[src/rtl/multicore_out_sched_pkg.sv]
// Shared constants and types for the multicore start-up sequencer and output scheduler.
package multicore_pkg;
    localparam int N_CORES     = 26;
    localparam int DATA_W      = 31;
    localparam int EN_W        = 4;
    localparam int STAGGER_CYC = 17;
    localparam int SRC_W       = (N_CORES > 1) ? $clog2(N_CORES) : 1;
    localparam int CNT_W       = (STAGGER_CYC > 1) ? $clog2(STAGGER_CYC) : 1;

    typedef enum logic {
        SEQ_RELEASE,
        SEQ_DONE
    } seq_state_e;
endpackage

[src/rtl/multicore_out_sched_if.sv]
// Core-side request bus plus the registered result stream of the scheduler.
interface multicore_out_sched_if;
    import multicore_pkg::*;

    logic [N_CORES-1:0]        core_rst;
    logic [N_CORES*DATA_W-1:0] core_data;
    logic [N_CORES*EN_W-1:0]   core_en;
    logic [N_CORES-1:0]        core_ack;
    logic [DATA_W-1:0]         out_data;
    logic [EN_W-1:0]           out_en;
    logic [SRC_W-1:0]          out_src;
    logic                      out_valid;
    logic                      out_ready;
    logic                      seq_done;

    modport master (
        output core_rst, core_ack, out_data, out_en, out_src, out_valid, seq_done,
        input  core_data, core_en, out_ready
    );

    modport slave (
        input  core_rst, core_ack, out_data, out_en, out_src, out_valid, seq_done,
        output core_data, core_en, out_ready
    );
endinterface

[src/rtl/multicore_out_sched_rr_arbiter.sv]
// Combinational round-robin pick: first set request at or after ptr_i, wrapping.
module rr_arbiter
    import multicore_pkg::*;
#(
    parameter int N = N_CORES,
    parameter int W = SRC_W
) (
    input  logic [N-1:0] req_i,
    input  logic [W-1:0] ptr_i,
    output logic [N-1:0] gnt_o,
    output logic [W-1:0] idx_o,
    output logic         any_o
);
    int j;

    always_comb begin
        gnt_o = '0;
        idx_o = '0;
        any_o = 1'b0;
        j     = 0;
        for (int k = 0; k < N; k++) begin
            j = int'(ptr_i) + k;
            if (j >= N) j = j - N;
            if (!any_o && req_i[j]) begin
                any_o    = 1'b1;
                gnt_o[j] = 1'b1;
                idx_o    = W'(j);
            end
        end
    end
endmodule

[src/rtl/multicore_out_sched.sv]
// Staggered per-core reset release followed by round-robin sharing of one
// registered result stage under valid/ready.
module multicore_out_sched
    import multicore_pkg::*;
(
    input  logic                 clk,
    input  logic                 rst_n,
    input  logic                 restart,
    multicore_out_sched_if.master bus
);
    seq_state_e         state_q;
    logic [SRC_W-1:0]   idx_q, ptr_q, ptr_d, win_idx;
    logic [CNT_W-1:0]   cnt_q;
    logic [N_CORES-1:0] core_rst_q, req, gnt;
    logic               seq_done_q, any_gnt, capture;
    logic [DATA_W-1:0]  out_data_q;
    logic [EN_W-1:0]    out_en_q;
    logic [SRC_W-1:0]   out_src_q;
    logic               out_valid_q;

    for (genvar i = 0; i < N_CORES; i++) begin : g_req
        assign req[i] = !core_rst_q[i] && (bus.core_en[i*EN_W +: EN_W] != '0);
    end

    rr_arbiter #(.N(N_CORES), .W(SRC_W)) u_arb (
        .req_i (req),
        .ptr_i (ptr_q),
        .gnt_o (gnt),
        .idx_o (win_idx),
        .any_o (any_gnt)
    );

    // restart outranks a pending capture: nothing is acked on that cycle
    assign capture = any_gnt && (!out_valid_q || bus.out_ready) && !restart;
    assign ptr_d   = (win_idx == SRC_W'(N_CORES-1)) ? '0 : win_idx + 1'b1;

    assign bus.core_ack  = capture ? gnt : '0;
    assign bus.core_rst  = core_rst_q;
    assign bus.seq_done  = seq_done_q;
    assign bus.out_data  = out_data_q;
    assign bus.out_en    = out_en_q;
    assign bus.out_src   = out_src_q;
    assign bus.out_valid = out_valid_q;

    always_ff @(posedge clk or negedge rst_n) begin
        if (!rst_n) begin
            state_q    <= SEQ_RELEASE;
            idx_q      <= '0;
            cnt_q      <= '0;
            core_rst_q <= '1;
            seq_done_q <= 1'b0;
        end else if (restart) begin
            state_q    <= SEQ_RELEASE;
            idx_q      <= '0;
            cnt_q      <= '0;
            core_rst_q <= '1;
            seq_done_q <= 1'b0;
        end else begin
            case (state_q)
                SEQ_RELEASE: begin
                    // first cycle of each stage releases that stage's core
                    if (cnt_q == '0) core_rst_q[idx_q] <= 1'b0;
                    if (cnt_q == CNT_W'(STAGGER_CYC-1)) begin
                        cnt_q <= '0;
                        if (idx_q == SRC_W'(N_CORES-1)) state_q <= SEQ_DONE;
                        else                            idx_q   <= idx_q + 1'b1;
                    end else begin
                        cnt_q <= cnt_q + 1'b1;
                    end
                end
                SEQ_DONE: seq_done_q <= 1'b1;
                default:  state_q    <= SEQ_RELEASE;
            endcase
        end
    end

    always_ff @(posedge clk or negedge rst_n) begin
        if (!rst_n) begin
            ptr_q       <= '0;
            out_data_q  <= '0;
            out_en_q    <= '0;
            out_src_q   <= '0;
            out_valid_q <= 1'b0;
        end else if (restart) begin
            out_valid_q <= 1'b0;
        end else if (capture) begin
            out_data_q  <= bus.core_data[int'(win_idx)*DATA_W +: DATA_W];
            out_en_q    <= bus.core_en[int'(win_idx)*EN_W +: EN_W];
            out_src_q   <= win_idx;
            out_valid_q <= 1'b1;
            ptr_q       <= ptr_d;
        end else if (out_valid_q && bus.out_ready) begin
            out_valid_q <= 1'b0;
        end
    end
endmodule

[src/flat_wrapper.sv]
// flat-port wrapper written by rule: the top's interface ports become plain ports
module multicore_out_sched_flat import multicore_pkg::*;
  (clk, rst_n, restart, bus_core_rst, bus_core_ack, bus_out_data, bus_out_en, bus_out_src, bus_out_valid, bus_seq_done, bus_core_data, bus_core_en, bus_out_ready);
  multicore_out_sched_if bus_i ();
  input  logic clk;
  input  logic rst_n;
  input  logic restart;
  output wire logic [$bits(bus_i.core_rst)-1:0] bus_core_rst;
  output wire logic [$bits(bus_i.core_ack)-1:0] bus_core_ack;
  output wire logic [$bits(bus_i.out_data)-1:0] bus_out_data;
  output wire logic [$bits(bus_i.out_en)-1:0] bus_out_en;
  output wire logic [$bits(bus_i.out_src)-1:0] bus_out_src;
  output wire logic [$bits(bus_i.out_valid)-1:0] bus_out_valid;
  output wire logic [$bits(bus_i.seq_done)-1:0] bus_seq_done;
  input wire logic [$bits(bus_i.core_data)-1:0] bus_core_data;
  input wire logic [$bits(bus_i.core_en)-1:0] bus_core_en;
  input wire logic [$bits(bus_i.out_ready)-1:0] bus_out_ready;
  assign bus_core_rst = bus_i.core_rst;
  assign bus_core_ack = bus_i.core_ack;
  assign bus_out_data = bus_i.out_data;
  assign bus_out_en = bus_i.out_en;
  assign bus_out_src = bus_i.out_src;
  assign bus_out_valid = bus_i.out_valid;
  assign bus_seq_done = bus_i.seq_done;
  assign bus_i.core_data = bus_core_data;
  assign bus_i.core_en = bus_core_en;
  assign bus_i.out_ready = bus_out_ready;
  multicore_out_sched u_core (.clk(clk), .rst_n(rst_n), .restart(restart), .bus(bus_i));
endmodule
[config.mk]
export PLATFORM = sky130hd
export DESIGN_NAME = multicore_out_sched_flat
export DESIGN_NICKNAME = d
export VERILOG_FILES = /design/src/rtl/multicore_out_sched_pkg.sv /design/src/rtl/multicore_out_sched_if.sv /design/src/rtl/multicore_out_sched_rr_arbiter.sv /design/src/rtl/multicore_out_sched.sv /design/src/flat_wrapper.sv
export SDC_FILE = /design/constraint.sdc
export NUM_CORES = 2
export LEC_CHECK = 0
export ABC_AREA = 1
export BUFFER_PORTS_ARGS = -buffer_cell sky130_fd_sc_hd__buf_2
export CORE_AREA = 3 3 394 396
export CTS_CLUSTER_SIZE = 30
export DETAILED_ROUTE_END_ITERATION = 10
export DIE_AREA = 0 0 397 399
export GPL_TIMING_DRIVEN = 0
export PLACE_DENSITY_LB_ADDON = 0.2
export SYNTH_ARGS = -nofsm -noshare
export SYNTH_HDL_FRONTEND = slang
export SYNTH_SLANG_ARGS = --single-unit
[constraint.sdc]
create_clock -name clk -period 9.48 [get_ports clk]
set_clock_uncertainty 0.1 [all_clocks]
set_input_delay 0.948 -clock clk [delete_from_list [all_inputs] [get_ports clk]]
set_output_delay 0.948 -clock clk [all_outputs]
set_load 0.005 [all_outputs]
# Word level (Yosys, flattened, before mapping)
# Cells that the tools add are included.
[totals]
register_bits = 84
latchBits = 0
mem_bits_rw = 0
romBits = 0
input_bits = 914
out_inout_bits = 94
elab_cells = 606
mem_count = 0
[classes]
add_sub_neg = 54
mul = 1
div = 0
magnitude_cmp = 80
n_eq_ne = 5
shift = 2
mux = 257
bitwise_logic = 28
n_reduce_logical = 169
[ops]
columns = ["operator", "n"]
rows = [
  ["32-bit by 1-bit greater-or-equal comparator with 1-bit output, second input constant", 26],
  ["32-bit by 7-bit < comparator with 1-bit output, second input constant", 26],
  ["32-bit two-way mux", 26],
  ["806-bit by 32-bit variable part select with 31-bit output", 1],
  ["26-bit two-way mux", 30],
  ["26-bit bitwise OR", 25],
  ["6-bit by 5-bit subtractor with 7-bit output, second input constant", 25],
  ["5-bit two-way mux", 34],
  ["6-bit by 5-bit greater-or-equal comparator with 1-bit output, second input constant", 25],
  ["1-bit demux with 5-bit select", 27],
  ["1-bit binary-select mux with 5-bit select", 26],
  ["1-bit two-way mux", 114],
  ["4-bit nonzero test", 26],
  ["104-bit by 8-bit variable part select with 4-bit output", 1],
  ["1-bit logical AND", 81],
  ["5-bit by 5-bit adder with 6-bit output, second input constant", 10],
  ["1-bit logical NOT", 53],
  ["5-bit by 4-bit adder with 6-bit output, second input constant", 8],
  ["26-bit AND", 1],
  ["26-bit NOT", 1],
  ["5-bit by 3-bit adder with 6-bit output, second input constant", 4],
  ["5-bit by 1-bit adder with 5-bit output, second input constant", 3],
  ["5-bit equality test, second input constant", 3],
  ["5-bit by 2-bit adder with 6-bit output, second input constant", 2],
  ["14 further kinds", 18],
]

# Depth between registers and ports, before layout
[depth]
word_depth = 85
mapped_depth = 59
depth_no_buf = 49

# Hierarchy
# Synthesis repeated with hierarchy kept, for this count alone.
[hier_totals]
hier_cells = 7245
area_unflattened_um2 = 33455.8
[by_module_without_submodules]
columns = ["module", "instances", "cells_per_inst", "area_each_um2", "seq_area_each_um2"]
rows = [
  ["rr_arbiter", 1, 4068, 18396.4, 0.0],
  ["multicore_out_sched", 1, 3177, 15059.4, 2134.5],
]

# Least setup slack after synthesis
# Ideal clock, no wire load.
[synth_timing]
path_type = "flip-flop to output port"
startpoint = "reg u_core.ptr_q[0]"
endpoint = "out bus_core_ack[7]"
arrival_time_ps = 7155
required_time_ps = 8432
path_slack_ps = 1277
path_stages_with_launch = 46
path_buffers = 11
cell_sequence = "dfrtp_1 buf_4 inv_2 buf_6 buf_2 buf_1 clkbuf_1 buf_1 buf_1 buf_1 ha_1 buf_2 inv_2 buf_1 ha_1 inv_1 nand3_1 nor2_1 [10 not listed] nor2_4 nand4_4 nor2_4 nand4_4 nor2_4 nand4_4 nor2_2 nand4_2 nor2_4 nand4_4 nor2_4 nand3_4 clkinv_1 clkbuf_1 nand3_1 nand4_1 nand2_1 inv_1"
[synth_between]
elab_chain_len = 84
elab_cells_between_ends = 441
classes_between = "add/sub (51); order compare (78); mux (209); bitwise (25); reduce/logical (78)"
[synth_lines]
columns = ["element", "line", "source"]
rows = [
  ["start: declaration", "multicore_out_sched.sv:12", "logic [SRC_W-1:0] idx_q, ptr_q, ptr_d, win_idx;"],
  ["start signal: assignment", "multicore_out_sched.sv:91", "ptr_q <= ptr_d;"],
  ["branches (longest 83 deep; another with 32-bit by 1-bit greater-or-equal comparator with 1-bit output)", "-", ""],
  ["26-bit two-way mux (*)", "multicore_out_sched.sv:37", "assign bus.core_ack = capture ? gnt : '0;"],
  ["end: declaration", "flat_wrapper.sv:9", "output wire logic [$bits(bus_i.core_ack)-1:0] bus_core_ack;"],
]
# Mark *: on every way between the ends. The select of a mux whose other input is x is not followed.

# Worst setup path in the final report
[layout_timing]
startpoint = "reg u_core.ptr_q[1]"
endpoint = "reg u_core.out_en_q[3], in the netlist u_core.bus.out_en[3]"
[layout_between]
elab_chain_len = 84
elab_cells_between_ends = 287
classes_between = "add/sub (51); order compare (26); shift (1); mux (156); reduce/logical (53)"
[layout_lines]
columns = ["element", "line", "source"]
rows = [
  ["branches (longest 84 deep; another with 6-bit by 5-bit subtractor with 7-bit output)", "-", ""],
  ["end signal: assignment", "multicore_out_sched.sv:88", "out_en_q <= bus.core_en[int'(win_idx)*EN_W +: EN_W];"],
  ["end: declaration", "multicore_out_sched.sv:17", "logic [EN_W-1:0] out_en_q;"],
]
# Parallel ways; which one is timed is not known. The select of a mux whose other input is x is not followed.
# A chain may end at the register's enable or synchronous reset.

==> metrics <==
Data arrival, critical path=9540 ps; most instantiated cells after synthesis=nand2_1 (2,496), nand3_1 (888), nor2_1 (572), inv_1 (505), nor3_1 (252); Synth area leader=nand2_1; crit path kind=flip-flop to flip-flop; die area=0.158 mm²; DRT Pass-1 Iters=7; WL final=322,000 µm; slowest CP cell=o21ai_1; Reg2Reg Depth=37; CTS Buffer Depth=2; chip height=399 µm; Initial Utilization=19.7%; Area growth, synth to finish=32.8%; Period minus WS final=9360 ps; r2r endpoint=u_core.bus.out_en[3]; CP Capture Type=flip-flop; post-route ant nets=0; gr usage total=38.8%; dpl hpwl=281,000 µm; Final Max Tran Viols=0; clock-pin slew on the worst setup and hold paths=80 ps; fmax=0.107 GHz; Row Count=143; CTS HTree Levels=3; number of synthesized flops with an enable pin=0; required time worst endpoint=9660 ps; Synth Instances=6,205; Setup TNS=0 ps; top post-synthesis cells by area=nand2_1 (31%), nand3_1 (15%), nor2_1 (7.2%); initial antenna violation count=79; Yosys top cell area share=31.2%; Critical Path Fanout Max=16; Worst Setup Start Kind=flip-flop; hold buffers post-CTS=0; layout cells sized above 1=23.5%; syn_area_per_cell=4.83 µm²; vias in the first global route=47,100; Final Hold Violating Endpoints=0; Worst Hold Slack=380 ps; Post-DP Area=0.0378 mm²; RR Startpoint=u_core.ptr_q[1]; max-cap viol count=0; final net count=8,224; total CTS buffers=9; hold_sp=u_core.bus.out_src[0]; DR vias=50,700; CTS tree=yes; global-route wire length before repair=420,000 µm; Slew @ Worst Pin=1490 ps; Clk Latency, worst-skew pair=420 ps; final setup violation count=0; number of DRC markers in iteration 0=5,412; Top-Level Pins=1,008; placed cell count=9,255; Syn. warnings=0; fin area=0.0398 mm²; sequential share of the synthesized area=7.12%; cell area after synthesis=0.0300 mm²; FF+latch count, synth=84; Residual DRC=0; root buffer cell=clkbuf_16; Worst R2R Setup Slack=120 ps; Mapped Nets=7,164; hold depth=2; vias per inst=5.43; ys flop type=dfrtp_1; status=completed; Max-slew headroom=0.626%; unrepaired setup endpoints after global routing=false; most numerous cell in the Yosys netlist=nand2_1; period utilization=98.7%; min-delay worst type=flip-flop to flip-flop; max incr delay on CP=710 ps; ys async rst share=100%; number of distinct library cells after synthesis=69; grt ovf=0; WHS Endpoint=u_core.bus.out_src[0]; placeable core area=0.152 mm²; clock net sink count=84; die span in x=397 µm; WL/cell=34.5 µm; port bufs=1,007; Non-Filler Instances=9,347; pin count of the biggest net entering global routing=45; final RePlAce weighted congestion=1.03
-- per-layer routing --
layer  up-vias  GRT usage, %  routed length, µm
li1      22500             -                  -
met5         -             0                215
met2      2916          60.3             138000
met1     24800          50.3             136000
met4        36          20.1              19500
met3       524          8.40              28000
-- cell type report --
cell class,instances,area [µm²]
fill,18400,112000
multi-input combinational,5228,25200
timing repair buffer,1054,5480
tap,2030,2540
inverter,587,2230
sequential,84,2140
buffer,301,1810
clock buffer,9,225
antenna,47,118
clock inverter,7,100
-- kinds of logic after synthesis --
group                    Yosys count  synth area share, %
buffers and inverters            893                 12.5
adder cells (fa/ha/maj)           45                 1.88
flip-flops                        84                 7.12
AND/OR/NAND/NOR                 4467                 63.7
XOR/XNOR                          33                 1.18
multiplexers                       4                0.133
AO/OA/AOI/OAI                    679                 13.5
-- layout by cell type (no fill, tap or decap), drive strengths merged, types with 6 or more instances in the layout --
cell | netlist | final
buf | 203 | 1254
xor2 | 30 | 30
nand2 | 2518 | 2518
o31ai | 8 | 8
a211oi | 6 | 6
o2111ai | 20 | 20
nor3 | 255 | 255
dfrtp | 58 | 58
a31oi | 16 | 16
o21ai | 311 | 311
nor2 | 594 | 594
ha | 45 | 45
or2 | 35 | 35
clkbuf | 103 | 110
dfstp | 26 | 26
inv | 578 | 578
nand4 | 131 | 131
nor4 | 20 | 20
nor3b | 7 | 7
o22ai | 40 | 40
o21bai | 19 | 19
clkinv | 9 | 10
a311oi | 7 | 7
nand3 | 896 | 896
a21oi | 135 | 135
o221ai | 9 | 9
o311ai | 11 | 11
o211ai | 73 | 73
diode | 0 | 47
-- per-stage QoR --
step | setup WS, ps | util [%]
after CTS | 0.736 | 25.9
after floorplan | 1280 | -
after global placement | -5800 | 24.7
after global routing | 20.4 | 26.2
after detailed placement | -5400 | 24.9
final | 123 | 26.2
-- timing repair --
action | in CTS | in global routing
resized for setup | 293 | 88
setup endpoints to repair | 72 | 67
pin swaps | 47 | 39
setup buffers | 19 | 15
-- state kept, by name, indices dropped and copies added (netlist names) --
signal,cells
u_core.bus.out_src,5
u_core.cnt_q,5
u_core.bus.seq_done,1
u_core.ptr_q,5
u_core.bus.out_data,31
u_core.bus.core_rst,26
u_core.state_q,1
u_core.bus.out_valid,1
u_core.bus.out_en,4
u_core.idx_q,5
-- worst max-delay path: cells and delay by family, from the launching register on --
family | cells | cell delay [ps]
DFF | 1 | 540
and+or+nand+nor | 24 | 4920
AOI/OAI and AO/OA | 2 | 1030
buffers and inverters | 10 | 2280
adders and majority gates | 1 | 270
-- worst max path at each step --
stage	depth (start not counted)	from	endpoint
2_1_floorplan	45	u_core.ptr_q[0]	bus_core_ack[7]
3_3_place_gp	42	u_core.ptr_q[0]	u_core.bus.out_data[16]
3_5_place_dp	44	u_core.ptr_q[0]	u_core.bus.out_en[3]
4_1_cts	48	u_core.ptr_q[0]	bus_core_ack[7]
5_1_grt	39	u_core.ptr_q[1]	bus_core_ack[20]
6_report	37	u_core.ptr_q[1]	u_core.bus.out_en[3]
Power is left out: the tool's default activity adds up to more than one toggle a clock period on the data nets, which glitch-free logic cannot reach.
